[config.mk]
export PLATFORM = sky130hd
export DESIGN_NAME = writeback_unit
export DESIGN_NICKNAME = d
export VERILOG_FILES = /design/src/rtl/writeback_unit.sv
export SDC_FILE = /design/constraint.sdc
export NUM_CORES = 1
export LEC_CHECK = 0
export BUFFER_PORTS_ARGS = -buffer_cell sky130_fd_sc_hd__buf_2
export CAP_MARGIN = 5
export CORE_UTILIZATION = 49
export DETAILED_ROUTE_END_ITERATION = 10
export GPL_TIMING_DRIVEN = 1
export PLACE_DENSITY = 0.82
export SYNTH_ARGS = -nofsm -noshare
export SYNTH_HDL_FRONTEND = slang
export SYNTH_SLANG_ARGS = --single-unit
[constraint.sdc]
create_clock -name clk -period 3.3 [get_ports clk]
set_clock_uncertainty 0.2 [all_clocks]
set_input_delay 0.66 -clock clk [delete_from_list [all_inputs] [get_ports clk]]
set_output_delay 0.66 -clock clk [all_outputs]
set_load 0.005 [all_outputs]
[src/rtl/writeback_unit.sv]
// Writeback stage: picks the result, extracts load data, waits for the
// memory response and drives the registered register-file write port.
module writeback_unit #(
  parameter int XLEN = 32,
  parameter int RAW  = 5,
  parameter int OFFW = $clog2(XLEN / 8)
) (
  input  logic            clk,
  input  logic            rst,
  input  logic            in_valid,
  input  logic [1:0]      ResultSrcW,
  input  logic [2:0]      funct3W,
  input  logic [OFFW-1:0] addr_lo,
  input  logic [XLEN-1:0] ALU_ResultW,
  input  logic [XLEN-1:0] ReadDataW,
  input  logic [XLEN-1:0] PCPlus4W,
  input  logic [XLEN-1:0] ImmW,
  input  logic [RAW-1:0]  RD_W,
  input  logic            RegWriteW,
  input  logic            mem_rsp_valid,
  output logic            stall_out,
  output logic            rf_we,
  output logic [RAW-1:0]  rf_waddr,
  output logic [XLEN-1:0] rf_wdata,
  output logic            byp_valid,
  output logic [RAW-1:0]  byp_rd,
  output logic [XLEN-1:0] byp_data,
  output logic [63:0]     instret,
  output logic [31:0]     stall_cnt
);

  typedef enum logic {
    S_IDLE,
    S_WAIT
  } state_t;

  localparam logic [OFFW-1:0] HMASK = ~OFFW'(1);
  localparam logic [OFFW-1:0] WMASK = ~OFFW'(3);

  state_t          state;
  state_t          state_n;
  logic [XLEN-1:0] bsh;
  logic [XLEN-1:0] hsh;
  logic [XLEN-1:0] wsh;
  logic [XLEN-1:0] ld;
  logic [XLEN-1:0] result;
  logic            is_load;
  logic            retire;
  logic            wr;

  // Align the addressed byte, halfword and word lanes down to bit 0
  assign bsh = ReadDataW >> {addr_lo, 3'b000};
  assign hsh = ReadDataW >> {addr_lo & HMASK, 3'b000};
  assign wsh = ReadDataW >> {addr_lo & WMASK, 3'b000};

  assign is_load   = (ResultSrcW == 2'b01);
  assign stall_out = rst & in_valid & is_load & ~mem_rsp_valid;
  assign retire    = in_valid & ~stall_out;
  assign wr        = retire & RegWriteW & (RD_W != '0);

  // Size and sign handling of the load lane
  always_comb begin
    ld = ReadDataW;
    unique case (funct3W)
      3'b000: ld = XLEN'($signed(bsh[7:0]));
      3'b001: ld = XLEN'($signed(hsh[15:0]));
      3'b010: ld = XLEN'($signed(wsh[31:0]));
      3'b011: ld = (XLEN == 64) ? ReadDataW
                                : XLEN'($signed(wsh[31:0]));
      3'b100: ld = XLEN'(bsh[7:0]);
      3'b101: ld = XLEN'(hsh[15:0]);
      3'b110: ld = (XLEN == 64) ? XLEN'(wsh[31:0])
                                : XLEN'($signed(wsh[31:0]));
      3'b111: ld = ReadDataW;
    endcase
  end

  // Result select
  always_comb begin
    result = ALU_ResultW;
    unique case (ResultSrcW)
      2'b00: result = ALU_ResultW;
      2'b01: result = ld;
      2'b10: result = PCPlus4W;
      2'b11: result = ImmW;
    endcase
  end

  // Load-wait state register
  always_ff @(posedge clk or negedge rst) begin
    if (!rst) state <= S_IDLE;
    else      state <= state_n;
  end

  // Enter WAIT on a stalling load, leave once the data is consumed
  always_comb begin
    state_n = state;
    unique case (state)
      S_IDLE: if (stall_out)  state_n = S_WAIT;
      S_WAIT: if (!stall_out) state_n = S_IDLE;
    endcase
  end

  // Register-file write port and bypass copy
  always_ff @(posedge clk or negedge rst) begin
    if (!rst) begin
      rf_we     <= 1'b0;
      rf_waddr  <= '0;
      rf_wdata  <= '0;
      byp_valid <= 1'b0;
      byp_rd    <= '0;
      byp_data  <= '0;
    end else begin
      rf_we <= wr;
      if (wr) begin
        rf_waddr  <= RD_W;
        rf_wdata  <= result;
        byp_valid <= 1'b1;
        byp_rd    <= RD_W;
        byp_data  <= result;
      end
    end
  end

  // Retire and load-wait counters
  always_ff @(posedge clk or negedge rst) begin
    if (!rst) begin
      instret   <= '0;
      stall_cnt <= '0;
    end else begin
      if (retire)
        instret <= instret + 64'd1;
      if (stall_out && stall_cnt != '1)
        stall_cnt <= stall_cnt + 32'd1;
    end
  end

endmodule

==> impl_metrics.prom <==
# TYPE chip_impl_metric gauge
chip_impl_info{name="status",value="complete, no violations"} 1
chip_impl_metric{name="number_of_setup_violations_in_the_final_report",unit=""} 0
chip_impl_info{name="worst_path_most_repeated_cell",value="nor4_1"} 1
chip_impl_info{name="timing_worst_setup_path_type",value="reg2reg"} 1
chip_impl_metric{name="half_perimeter_wire_length_after_detailed_placement",unit="µm"} 17380
chip_impl_metric{name="cp.arrival",unit="ns"} 2.80
chip_impl_metric{name="io_pins",unit=""} 318
chip_impl_metric{name="chipWidth",unit="µm"} 126.3
chip_impl_metric{name="path_buf_inv",unit=""} 0
chip_impl_metric{name="syn_area",unit="mm²"} 0.007566
chip_impl_metric{name="multi_input_comb_area",unit="mm²"} 0.003652
chip_impl_info{name="top_post_synthesis_cells_by_count",value="135 x dfrtp_1, 104 x nand2_1, 50 x a21oi_1, 50 x xnor2_1, 47 x nor2_1"} 1
chip_impl_info{name="post-synth-top-count-cell",value="dfrtp_1"} 1
chip_impl_metric{name="synth_cell_type_count",unit=""} 51
chip_impl_metric{name="synthesis.nets",unit=""} 942
chip_impl_metric{name="cts-htree-levels",unit=""} 4
chip_impl_metric{name="placement.io_buffers",unit=""} 317
chip_impl_metric{name="gp_congestion",unit=""} 0.9664
chip_impl_metric{name="yosysWarnings",unit=""} 0
chip_impl_metric{name="synthCells",unit=""} 795
chip_impl_metric{name="post_route_cells_drive_above_1_share",unit="%"} 36.88
chip_impl_metric{name="detailed_place.area",unit="mm²"} 0.009054
chip_impl_metric{name="detail_route.first_pass.iterations",unit=""} 7
chip_impl_metric{name="finalHoldViolCount",unit=""} 0
chip_impl_info{name="rsz_0062_raised_after_global_routing",value="no"} 1
chip_impl_metric{name="grt_start_max_net_pins",unit=""} 65
chip_impl_metric{name="clk_transition_reported_paths",unit="ns"} 0.06
chip_impl_metric{name="max_freq",unit="GHz"} 0.3756
chip_impl_metric{name="drtIter0Drc",unit=""} 459
chip_impl_metric{name="detail_route.wl_per_cell",unit="µm"} 17.99
chip_impl_metric{name="crit_path_max_incr_delay",unit="ns"} 0.61
chip_impl_metric{name="post-route-min-period",unit="ns"} 2.663
chip_impl_info{name="cp_slowest_cell",value="nor4_1"} 1
chip_impl_metric{name="wl",unit="µm"} 22910
chip_impl_metric{name="clk-insertion-delay-late",unit="ns"} 0.42
chip_impl_metric{name="timing.hold.ws",unit="ns"} 0.06216
chip_impl_metric{name="ys_seq_elements",unit=""} 135
chip_impl_metric{name="ys_seq_area_share",unit="%"} 44.65
chip_impl_metric{name="post_cts_buffers",unit=""} 0
chip_impl_metric{name="first_pass_grt_wire_length",unit="µm"} 35690
chip_impl_metric{name="gr-total-overflow",unit=""} 0
chip_impl_metric{name="drv_slew",unit=""} 0
chip_impl_metric{name="slew-limit-headroom",unit="%"} 47.59
chip_impl_metric{name="fp.dieArea",unit="mm²"} 0.01594
chip_impl_info{name="cts_tree",value="done"} 1
chip_impl_metric{name="critPathMaxFanout",unit=""} 9
chip_impl_metric{name="number_of_global_route_vias_before_repair",unit=""} 6613
chip_impl_metric{name="clock_path_buffers",unit=""} 2
chip_impl_metric{name="vias",unit=""} 7031
chip_impl_metric{name="cts_hold_buf",unit=""} 0
chip_impl_info{name="worst_setup_path_start_kind",value="flop"} 1
chip_impl_info{name="worst_hold_path_type",value="in2async"} 1
chip_impl_metric{name="cts_resized",unit=""} 0
chip_impl_metric{name="initial_utilization",unit="%"} 49.95
chip_impl_info{name="synth-main-ff-cell",value="dfrtp_1"} 1
chip_impl_metric{name="final_net_count",unit=""} 1216
chip_impl_metric{name="synth_enable_flop_cells",unit=""} 0
chip_impl_info{name="timing.critical_path.to_type",value="flop"} 1
chip_impl_info{name="critical-path-top-delay-family",value="simple AND/OR/NAND/NOR gates"} 1
chip_impl_metric{name="grt_util_all_layers",unit="%"} 29.29
chip_impl_metric{name="stdcell_area",unit="mm²"} 0.009679
chip_impl_info{name="ctsRootBufferMaster",value="clkbuf_16"} 1
chip_impl_metric{name="sequential_cell_area",unit="mm²"} 0.003378
chip_impl_metric{name="area_growth",unit="%"} 27.93
chip_impl_metric{name="critPathRequiredTime",unit="ns"} 3.44
chip_impl_metric{name="ant_nets",unit=""} 0
chip_impl_metric{name="antenna_found_initial",unit=""} 3
chip_impl_info{name="top_cells_by_area_synth",value="dfrtp_1 45%, xnor2_1 5.8%, nand2_1 5.2%, xor2_1 5.0%, mux4_2 4.5%"} 1
chip_impl_metric{name="setup_total_negative_slack",unit="ns"} 0
chip_impl_metric{name="power.leakage",unit="nW"} 4.992
chip_impl_metric{name="viasPerCell",unit=""} 5.523
chip_impl_metric{name="peakVddDrop",unit="V"} 0.0003570
chip_impl_info{name="crit_path_cell_trace",value="nand3_1 -> nor4_1 -> nand4_1 -> nor4_1 -> xor2_1"} 1
chip_impl_metric{name="filler_cell_count",unit=""} 1280
chip_impl_info{name="yosys.area.top_type",value="dfrtp_1"} 1
chip_impl_metric{name="tritoncts.num_buffers",unit=""} 17
chip_impl_metric{name="drv.max_cap_violation_count",unit=""} 0
chip_impl_metric{name="floorplan.rows",unit=""} 45
chip_impl_metric{name="synthArstFlopShare",unit="%"} 100.0
chip_impl_metric{name="clock-sinks",unit=""} 135
chip_impl_metric{name="vertical_die_dimension",unit="µm"} 126.3
chip_impl_metric{name="worst_pin_slew",unit="ns"} 0.7861
chip_impl_metric{name="synthDominantCellAreaShare",unit="%"} 44.65
chip_impl_metric{name="floorplan.core_area",unit="mm²"} 0.01515
chip_impl_metric{name="synth.avg_cell_area",unit="µm²"} 9.517
chip_impl_metric{name="power-per-cell-area",unit="mW/mm²"} 486.1
chip_impl_metric{name="final_core_utilization",unit="%"} 63.91
chip_impl_metric{name="drc",unit=""} 0
chip_impl_metric{name="share_of_the_clock_period_used_by_the_worst_path_after_layout",unit="%"} 80.68
registers in the layout (all words and copies together), names as in the netlist:
| name | flops |
|---|---|
| byp_valid | 1 |
| instret | 64 |
| byp_data | 32 |
| byp_rd | 5 |
| rf_we | 1 |
| stall_cnt | 32 |
cells in the final DEF, fill, tap and decap left out, types with 2 or more instances in the layout:
master	count
bufinv_16	3
a31oi_1	2
dfrtp_1	135
inv_1	26
a221oi_1	6
a21oi_1	50
o22ai_1	24
diode_2	3
nor4_1	14
clkbuf_16	17
or3_1	2
buf_2	316
mux2_2	12
nor2_1	47
mux4_2	15
ha_1	2
o21ai_0	34
or4_1	3
and4_1	8
clkinvlp_4	3
nand4_1	26
o31a_1	3
nor3_1	23
nand3b_1	2
xor2_1	43
and3_1	11
nand3_1	33
o211ai_1	3
inv_8	2
inv_6	4
xnor2_1	50
mux2_4	4
nor2b_1	9
clkinv_4	2
and2_1	7
nand2b_1	5
buf_4	13
nand2_1	104
worst register-to-register path: cells and delay by family, from the launching register on:
family	cells	cell delay (ns)
AND/OR/NAND/NOR	4	1.78
flip-flops	1	0.42
XOR/XNOR	1	0.19
report_power, final:
part / switching (W) / total (W) / internal [W] / leakage, nW
Sequential: 0.000142 / 0.00194 / 0.00179 / 1.74
Combinational: 0.000400 / 0.000788 / 0.000388 / 2.95
Clock: 0.000774 / 0.00198 / 0.00121 / 0.295
Total: 0.00132 / 0.00470 / 0.00339 / 4.99
worst paths after layout:
path	from	to	slack, ns	depth (start not counted)
hold / removal	rst	instret[5]$_DFFE_PN0P_	0.06	2
min in group clk	RD_W[1]	byp_rd[1]$_DFFE_PN0P_	0.26	3
setup reg to reg	instret[2]$_DFFE_PN0P_	instret[56]$_DFFE_PN0P_	0.64	5
max in group asynchronous	rst	instret[23]$_DFFE_PN0P_	1.53	3
hold reg to reg	instret[58]$_DFFE_PN0P_	instret[58]$_DFFE_PN0P_	0.28	1
setup / recovery	instret[2]$_DFFE_PN0P_	instret[56]$_DFFE_PN0P_	0.64	5
cell families after synthesis:
kind of cell,share of synthesized area [%]
simple gates,19.75
flops,44.65
fa+ha+maj,0.3307
buf+inv,7.078
compound gates,10.25
mux,7.177
xor+xnor,10.77
through the flow:
| stage | instances | worst slack [ns] | total power, W |
|---|---|---|---|
| 2_1_floorplan | 795 | 0.4723 | 0.002391 |
| 3_3_place_gp | 1238 | 0.4768 | 0.002736 |
| 3_5_place_dp | 1238 | 0.4167 | 0.002755 |
| 4_1_cts | 1270 | 0.6841 | 0.004745 |
| 5_1_grt | 1273 | 0.3300 | 0.004923 |
| 6_report | 1273 | 0.6374 | 0.004705 |
routing by layer:
layer	up-vias	GRT usage, %	share of wire, %
met1	3348	36.10	39
met3	43	5.013	6.2
met2	329	49.56	51
met5	-	0	0
li1	3311	-	-
met4	0	14.88	3.4
final cells by class:
class	instances	share of cell area, %
well taps	188	2.430
repair buffers	330	17.46
inverters	26	1.008
diodes	3	0.07756
flip-flops and latches	135	34.90
clock inverters	15	1.991
multi-input cells	559	37.73
clock buffers	17	4.395
No activity file was read; power rests on OpenSTA's default activity.
